===== src/rtl/vga_sync_decoder.sv =====
// Receive-side VGA decoder: recovers pixel x/y/colour from the TinyVGA PMOD byte, verifies line/frame timing, signs each frame.
// Latency 3 clk vga_in->px_*, no backpressure (free-running video). VGA_DEC_CRC_EN selects a CRC-16/CCITT signature over a plain sum.
module vga_sync_decoder #(
    parameter int H_DISPLAY   = 640,
    parameter int H_SYNC      = 96,
    parameter int H_BACK      = 48,
    parameter int H_TOTAL     = 800,
    parameter int V_DISPLAY   = 480,
    parameter int V_SYNC      = 2,
    parameter int V_BACK      = 33,
    parameter int V_TOTAL     = 525,
    parameter int SYNC_ACTIVE = 0
) (
    input  logic        clk,
    input  logic        rst_n,
    input  logic [7:0]  vga_in,
    output logic        px_valid,
    output logic [9:0]  px_x,
    output logic [9:0]  px_y,
    output logic [5:0]  px_rgb,
    output logic        locked,
    output logic        timing_err,
    output logic        frame_done,
    output logic [15:0] frame_sig
);
    localparam logic        SYNC_LVL = (SYNC_ACTIVE != 0);
    localparam logic [9:0]  H_ACT0   = 10'(H_SYNC + H_BACK);
    localparam logic [9:0]  H_ACT1   = 10'(H_SYNC + H_BACK + H_DISPLAY);
    // Line count lags the generator by one because it advances mid-line from our point of view.
    localparam logic [9:0]  V_ACT0   = 10'(V_SYNC + V_BACK - 1);
    localparam logic [9:0]  V_ACT1   = 10'(V_SYNC + V_BACK - 1 + V_DISPLAY);
    localparam logic [9:0]  H_LAST   = 10'(H_TOTAL);
    localparam logic [10:0] H_PER    = 11'(H_TOTAL);
    localparam logic [9:0]  V_LINES  = 10'(V_TOTAL);
    localparam logic [9:0]  X_LAST   = 10'(H_DISPLAY - 1);
    localparam logic [9:0]  Y_LAST   = 10'(V_DISPLAY - 1);

`ifdef VGA_DEC_CRC_EN
    localparam logic [15:0] SIG_INIT = 16'hFFFF;

    function automatic logic [15:0] sig_step(input logic [15:0] crc, input logic [5:0] rgb);
        logic [15:0] r;
        r = crc ^ {2'b00, rgb, 8'h00};
        for (int i = 0; i < 8; i++) begin
            r = r[15] ? ((r << 1) ^ 16'h1021) : (r << 1);
        end
        return r;
    endfunction
`else
    localparam logic [15:0] SIG_INIT = 16'h0000;

    function automatic logic [15:0] sig_step(input logic [15:0] acc, input logic [5:0] rgb);
        return acc + {10'b0, rgb};
    endfunction
`endif

    typedef enum logic [1:0] {SEARCH, MEASURE, LOCKED} state_t;

    state_t      state, state_next;
    logic [7:0]  s1, s2;
    logic        hs_edge, vs_edge;
    logic [9:0]  h_cnt, v_cnt, line_cnt, line_base;
    logic        vs_pend;
    logic [10:0] h_period, h_len;
    logic        in_window, err;
    logic [15:0] sig_acc, sig_base, sig_next;

    assign hs_edge   = (s1[7] == SYNC_LVL) && (s2[7] != SYNC_LVL);
    assign vs_edge   = (s1[3] == SYNC_LVL) && (s2[3] != SYNC_LVL);
    assign h_len     = {1'b0, h_cnt} + 11'd1;
    assign line_base = vs_edge ? 10'd0 : line_cnt;
    assign in_window = locked && (h_cnt >= H_ACT0) && (h_cnt < H_ACT1)
                              && (v_cnt >= V_ACT0) && (v_cnt < V_ACT1);
    assign sig_base  = vs_edge ? SIG_INIT : sig_acc;
    assign sig_next  = px_valid ? sig_step(sig_base, px_rgb) : sig_base;

    always_comb begin
        state_next = state;
        err        = 1'b0;
        case (state)
            SEARCH: begin
                if (vs_edge) state_next = MEASURE;
            end
            MEASURE: begin
                if (vs_edge && (h_period == H_PER) && (line_cnt == V_LINES)) state_next = LOCKED;
            end
            LOCKED: begin
                err = (hs_edge && (h_len != H_PER)) || (h_cnt == H_LAST)
                   || (vs_edge && (line_cnt != V_LINES));
                if (err) state_next = SEARCH;
            end
            default: state_next = SEARCH;
        endcase
    end

    always_ff @(posedge clk or negedge rst_n) begin
        if (!rst_n) begin
            state      <= SEARCH;
            s1         <= '0;
            s2         <= '0;
            h_cnt      <= '0;
            v_cnt      <= '0;
            vs_pend    <= 1'b0;
            line_cnt   <= '0;
            h_period   <= '0;
            locked     <= 1'b0;
            timing_err <= 1'b0;
            px_valid   <= 1'b0;
            px_x       <= '0;
            px_y       <= '0;
            px_rgb     <= '0;
            sig_acc    <= '0;
            frame_sig  <= '0;
            frame_done <= 1'b0;
        end else begin
            s1 <= vga_in;
            s2 <= s1;

            if (hs_edge)           h_cnt <= '0;
            else if (h_cnt != '1)  h_cnt <= h_cnt + 10'd1;

            // A vsync seen this cycle counts as pending, so a coincident hsync starts line 0.
            if (hs_edge) begin
                h_period <= h_len;
                if (vs_pend || vs_edge) begin
                    v_cnt   <= '0;
                    vs_pend <= 1'b0;
                end else begin
                    v_cnt <= v_cnt + 10'd1;
                end
            end else if (vs_edge) begin
                vs_pend <= 1'b1;
            end

            line_cnt   <= (hs_edge && (line_base != '1)) ? line_base + 10'd1 : line_base;
            state      <= state_next;
            locked     <= (state_next == LOCKED);
            timing_err <= err;

            px_valid <= in_window;
            if (in_window) begin
                px_x   <= h_cnt - H_ACT0;
                px_y   <= v_cnt - V_ACT0;
                px_rgb <= {s2[0], s2[4], s2[1], s2[5], s2[2], s2[6]};
            end

            sig_acc    <= sig_next;
            frame_done <= 1'b0;
            if (locked && px_valid && (px_x == X_LAST) && (px_y == Y_LAST)) begin
                frame_sig  <= sig_next;
                frame_done <= 1'b1;
            end
        end
    end
endmodule


===== config.mk =====
export PLATFORM = sky130hd
export DESIGN_NAME = vga_sync_decoder
export DESIGN_NICKNAME = d
export VERILOG_FILES = /design/src/rtl/vga_sync_decoder.sv
export SDC_FILE = /design/constraint.sdc
export NUM_CORES = 1
export LEC_CHECK = 0
export CORE_ASPECT_RATIO = 0.5
export CORE_UTILIZATION = 36
export CTS_CLUSTER_DIAMETER = 100
export DETAILED_ROUTE_END_ITERATION = 8
export SYNTH_ARGS = -nofsm -noshare
export SYNTH_HDL_FRONTEND = slang
export SYNTH_SLANG_ARGS = --single-unit

===== constraint.sdc =====
create_clock -name clk -period 4.25 [get_ports clk]
set_input_delay 0.425 -clock clk [delete_from_list [all_inputs] [get_ports clk]]
set_output_delay 0.425 -clock clk [all_outputs]
set_load 0.03 [all_outputs]

Yosys cells after proc, flatten, opt, wreduce, memory -nomap -nowiden
Cells that the tools add are included.
{ "totals": {"out_inout_bits": 46, "inputBits": 10, "mem_count": 0, "romBits": 0, "ramBits": 0, "ff_bits": 122, "latchBits": 0, "wordCells": 80} }
{ "classes": {"div": 0, "n_eq_ne": 13, "muxes": 16, "n_lt_le_gt_ge": 4, "shifts": 0, "reduce_logical": 21, "n_mul": 0, "bitwise_logic": 2, "addsub": 7} }
{ "ops": {"columns": ["cell", "count"], "rows": [
  ["$mux W10", 5],
  ["$mux W16", 2],
  ["$add A10 B1 Y10 const B", 3],
  ["$eq A10 B10 Y1 const B", 3],
  ["$ne A10 B10 Y1 const B", 3],
  ["$lt A10 B10 Y1 const B", 2],
  ["$add A16 B6 Y16", 1],
  ["$logic_and A1 B1 Y1", 14],
  ["$add A10 B1 Y11 const B", 1],
  ["$eq A11 B10 Y1 const B", 1],
  ["$ne A11 B10 Y1 const B", 1],
  ["$eq A10 B9 Y1 const B", 1],
  ["$ge A10 B6 Y1 const B", 1],
  ["$ge A10 B8 Y1 const B", 1],
  ["$sub A10 B6 Y10 const B", 1],
  ["$sub A10 B8 Y10 const B", 1],
  ["$mux W2", 3],
  ["$pmux W2 S3", 1],
  ["$mux W1", 5],
  ["$eq A2 B2 Y1 const B", 2],
  ["$reduce_bool A2 Y1", 2],
  ["$logic_or A1 B1 Y1", 3],
  ["$eq A2 B1 Y1 const B", 1],
  ["$logic_not A2 Y1", 1],
  ["other kinds (3)", 4]
]} }

Logic depth before layout (Yosys ltp)
{ "depth": {"depth_word": 8, "mapped_depth": 13, "ltp_nobuf": 11} }

Least setup slack after synthesis
OpenSTA, ideal clock, no wires.
{ "synth_timing": {"kind": "register -> register", "startpoint": "register s1[3]", "endpoint": "register frame_sig[14]", "period_less_slack_ps": 2894, "arrival_ps": 2825, "path_stages_with_launch": 14, "required_time_ps": 4181, "n_path_buf": 2, "path_slack_ps": 1356, "setup_time_ps": 69, "cell_sequence": "dfrtp_1 -> nand2b_1 -> clkbuf_1 -> clkbuf_1 -> nand2_1 -> inv_1 -> ha_1 -> inv_1 -> fa_1 -> nor2b_1 -> o31a_1 -> o311ai_2 -> or4b_1 -> nand3_1"} }
{ "synth_between": {"elab_chain_cells": 5} }
{ "synth_lines": {"columns": ["item", "line", "text"], "rows": [
  ["from (decl)", "60", "logic [7:0] s1, s2;"],
  ["from (signal assigned)", "116", "s1 <= vga_in;"],
  ["$not A1 Y1 *", "69", "assign vs_edge = (s1[3] == SYNC_LVL) && (s2[3] != SYNC_LVL);"],
  ["$logic_and A1 B1 Y1 *", "69", null],
  ["$mux W16 *", "74", "assign sig_base = vs_edge ? SIG_INIT : sig_acc;"],
  ["$add A16 B6 Y16", "53", "return acc + {10'b0, rgb};"],
  ["$mux W16 *", "75", "assign sig_next = px_valid ? sig_step(sig_base, px_rgb) : sig_base;"],
  ["to (signal assigned)", "150", "frame_sig <= sig_next;"],
  ["to (decl)", "24", "output logic [15:0] frame_sig"]
]} }
Mark *: on every way between the ends. The rest lies on a longest branch, timed or not.
A chain may end at the register's enable or synchronous reset.

Worst setup path in the final report
Ends and elaborated chain as after synthesis.

==> run_results.csv <==
group,metric,value,unit
outcome,outcome,"completed",
timing,hold_violations,0,
worst_setup_path,r2r_slack,1.33,ns
yosys,ys_ff_latch,122,
timing,tightest_slew,0.9668,ns
yosys,syn-instance-count,511,
cells_and_area,diodes,0,
placement,gp_congestion,0.8059,
grt,grt_max_degree,78,
cells_and_area,fillers,1445,
floorplan,dieArea,16710,um2
placement,place_ws,1.349,ns
pwr,switching_share,0.2469,
routing,drt_iter0_markers,278,
cells_and_area,fin_nets,597,
floorplan,rows,32,
clocking,ctsResizeCount,0,
timing,max_freq,342.8,MHz
yosys,synth-edff-count,0,
worst_setup_path,endpoint,"frame_sig[14]$_DFFE_PN0P_",
placement,io_buffers,55,
timing,fin_skew,0.008401,ns
routing,vias,3913,
timing,worst_slack,1.333,ns
cells_and_area,post_route_cells_drive_above_1_share,0.1500,
pwr,vdd.ir_drop.worst,0.2623,mV
clocking,htreeDepth,4,
grt,antenna_found_initial,0,
worst_setup_path,path_max_fanout,39,
pwr,seqPwrFrac,0.444,
pwr,comb_power_share,0.063,
clocking,postCtsSetupBuffers,0,
worst_setup_path,r2r_cells,12,
yosys,ys_seq_area_frac,0.5245,
cells_and_area,design_area,7122,um2
worst_setup_path,r2r_end,"frame_sig[14]$_DFFE_PN0P_",
pwr,p_int,2.146,mW
yosys,synth.top_cell.area_share,0.5245,
grt,grt_use_total,0.1541,
worst_setup_path,critPathLaunchType,"flop",
timing,rsz0062_at_grt,"false",
job,drv_cap,0,
worst_setup_path,cp.arrival,3.26,ns
worst_setup_path,worstSetupEndpointType,"flop",
grt,grt_pass1_vias,4011,
floorplan,start_util,0.3728,
timing,slew_violations,0,
placement,dp_hpwl,7816,um
timing,finalCritPeriodShare,0.6864,
clocking,cts_sinks,122,
timing,tns,0,ns
floorplan,core_area,15620,um2
routing,ant_nets,0,
clocking,cts_tree,"done",
routing,viasPerCell,4.991,
pwr,p_leak,3.169,nW
cells_and_area,area_growth,22.36,%
clocking,numCtsBuffers,17,
clocking,cts-root-buf,"clkbuf_16",
yosys,ys_types,59,
timing,whs,0.1679,ns
yosys,ys.flop_type,"dfrtp_1",
timing,max_slew_margin,0.3554,
routing,dr.pass1.iters,4,
worst_setup_path,startpoint,"s1[3]$_DFF_PN0_",
cells_and_area,layout_common_cells,"dfrtp_1, clkdlybuf4s50_1, nand2_1",
clocking,cts_max_path_buffers,2,
pwr,power_switching,0.7036,mW
timing,finalCriticalPeriod,2.917,ns
routing,routed_wl,11750,um
worst_setup_path,crit_type,"flop to flop",
pwr,power_density,400.1,nW/um2
pwr,p_clk_frac,0.493,
routing,routed-wl-met2,5102,um
yosys,yosys_warnings,0,
hold_path,hold_path.class,"primary input to asynchronous set/reset pin",
clocking,clkTransAtPathRegs,0.06,ns
cells_and_area,final_common_cell,"dfrtp_1",
routing,route.met3.wl,467,um
floorplan,die_height,91.91,um
routing,drc,0,
worst_setup_path,critPathRequiredTime,4.60,ns
cells_and_area,final_core_util,0.4561,
yosys,syn_nets,540,
routing,top_layer,"met4",
placement,placed_area,6546,um2
floorplan,die_w,181.8,um
routing,drt-met1-wl,6066,um
grt,overflow,0,
yosys,async_reset_ff_frac,1.000,
yosys,synthesis.area,5821,um2
clocking,clock_latency,0.41,ns
yosys,synth_area_leaders,"dfrtp_1, mux2_2, mux2_4",
yosys,syn_area_per_cell,11.39,um2
timing,finalSetupViolCount,0,
routing,routedWlPerCell,14.99,um
clocking,ctsHoldBuffers,0,
yosys,yosysTopAreaCell,"dfrtp_1",
worst_setup_path,r2r_start,"s1[3]$_DFF_PN0_",
floorplan,boundaryPins,56,
grt,grt_pass1_wl,20160,um
power by group through the flow:
stage	Sequential, mW	Clock (mW)	Combinational (mW)
global route	1.28	1.50	0.210
CTS	1.27	1.43	0.182
floorplan	1.27	0	0.128
finish	1.27	1.40	0.179
detailed placement	1.29	0	0.181
global placement	1.29	0	0.178
cell families (layout without fill, tap and decap cells):
kind of cell | count (synthesis) | in the layout | share of synthesized area
simple gates | 172 | 172 | 0.1543
fa+ha+maj | 19 | 19 | 0.04213
compound gates | 64 | 64 | 0.07631
buf+inv | 40 | 109 | 0.03160
xor+xnor | 48 | 48 | 0.07223
flops | 122 | 122 | 0.5245
mux | 46 | 46 | 0.09888
how the worst min path moves through the flow:
stage | startpoint | endpoint | slack (ns) | cells after the start
global placement | s1[1]$_DFF_PN0_ | s2[1]$_DFF_PN0_ | 0.33 | 0
global route | rst_n | sig_acc[3]$_DFF_PN0_ | 0.27 | 1
floorplan | rst_n | frame_done$_DFF_PN0_ | 0.13 | 0
finish | rst_n | px_rgb[5]$_DFFE_PN0P_ | 0.17 | 1
detailed placement | s1[1]$_DFF_PN0_ | s2[1]$_DFF_PN0_ | 0.34 | 0
CTS | rst_n | line_cnt[3]$_DFF_PN0_ | 0.22 | 1
through the flow:
| stage | power (mW) | instances |
|---|---|---|
| 2_1_floorplan | 1.393 | 511 |
| 3_5_place_dp | 1.469 | 753 |
| 3_3_place_gp | 1.464 | 753 |
| 4_1_cts | 2.876 | 784 |
| 5_1_grt | 2.982 | 784 |
| 6_report | 2.850 | 784 |
cells in the mapped netlist, drive strengths merged, types with 5 or more instances:
master and instances:
dfrtp 122, nand2 50, mux2 41, nor2 36, xor2 28, xnor2 20, o21ai 19, ha 18
nand3 18, inv 17, clkbuf 13, nand4 12, a21oi 11, nor3 10, buf 9, and2 7
and3 7, nand2b 6, mux2i 5
flip-flops by register name, summed over array words and instances (netlist names), 2 cells and up:
register and flops:
frame_sig 16, sig_acc 16, h_period 11, h_cnt 10, line_cnt 10, px_x 10
px_y 10, v_cnt 10, s1 8, s2 8, px_rgb 6, state 2
per-layer routing:
layer | GRT usage | vias to the layer above
met2 | 0.2343 | 81
met1 | 0.2112 | 1917
met5 | 0 | -
met4 | 0.05297 | 0
li1 | - | 1904
met3 | 0.04249 | 11
worst max-delay path, stage by stage (launching register included):
cell      delay, ns
dfrtp_1        0.36
nand2b_1       0.11
buf_4          0.34
nand2_1        0.12
inv_1          0.07
ha_1           0.17
inv_1          0.06
fa_1           0.40
nor2b_1        0.17
o31a_1         0.26
o311ai_2       0.16
or4b_1         0.55
nand3_1        0.09
layout make-up:
| type | instances | area [um2] | share of cell area |
|---|---|---|---|
| well taps | 204 | 255.2 | 0.03584 |
| multi-input cells | 349 | 2584 | 0.3628 |
| flip-flops and latches | 122 | 3053 | 0.4287 |
| repair buffers | 60 | 585.6 | 0.08222 |
| clock inverters | 14 | 150.1 | 0.02108 |
| clock buffers | 17 | 425.4 | 0.05973 |
| inverters | 18 | 68.82 | 0.009663 |
No activity file was read; power rests on OpenSTA's default activity.
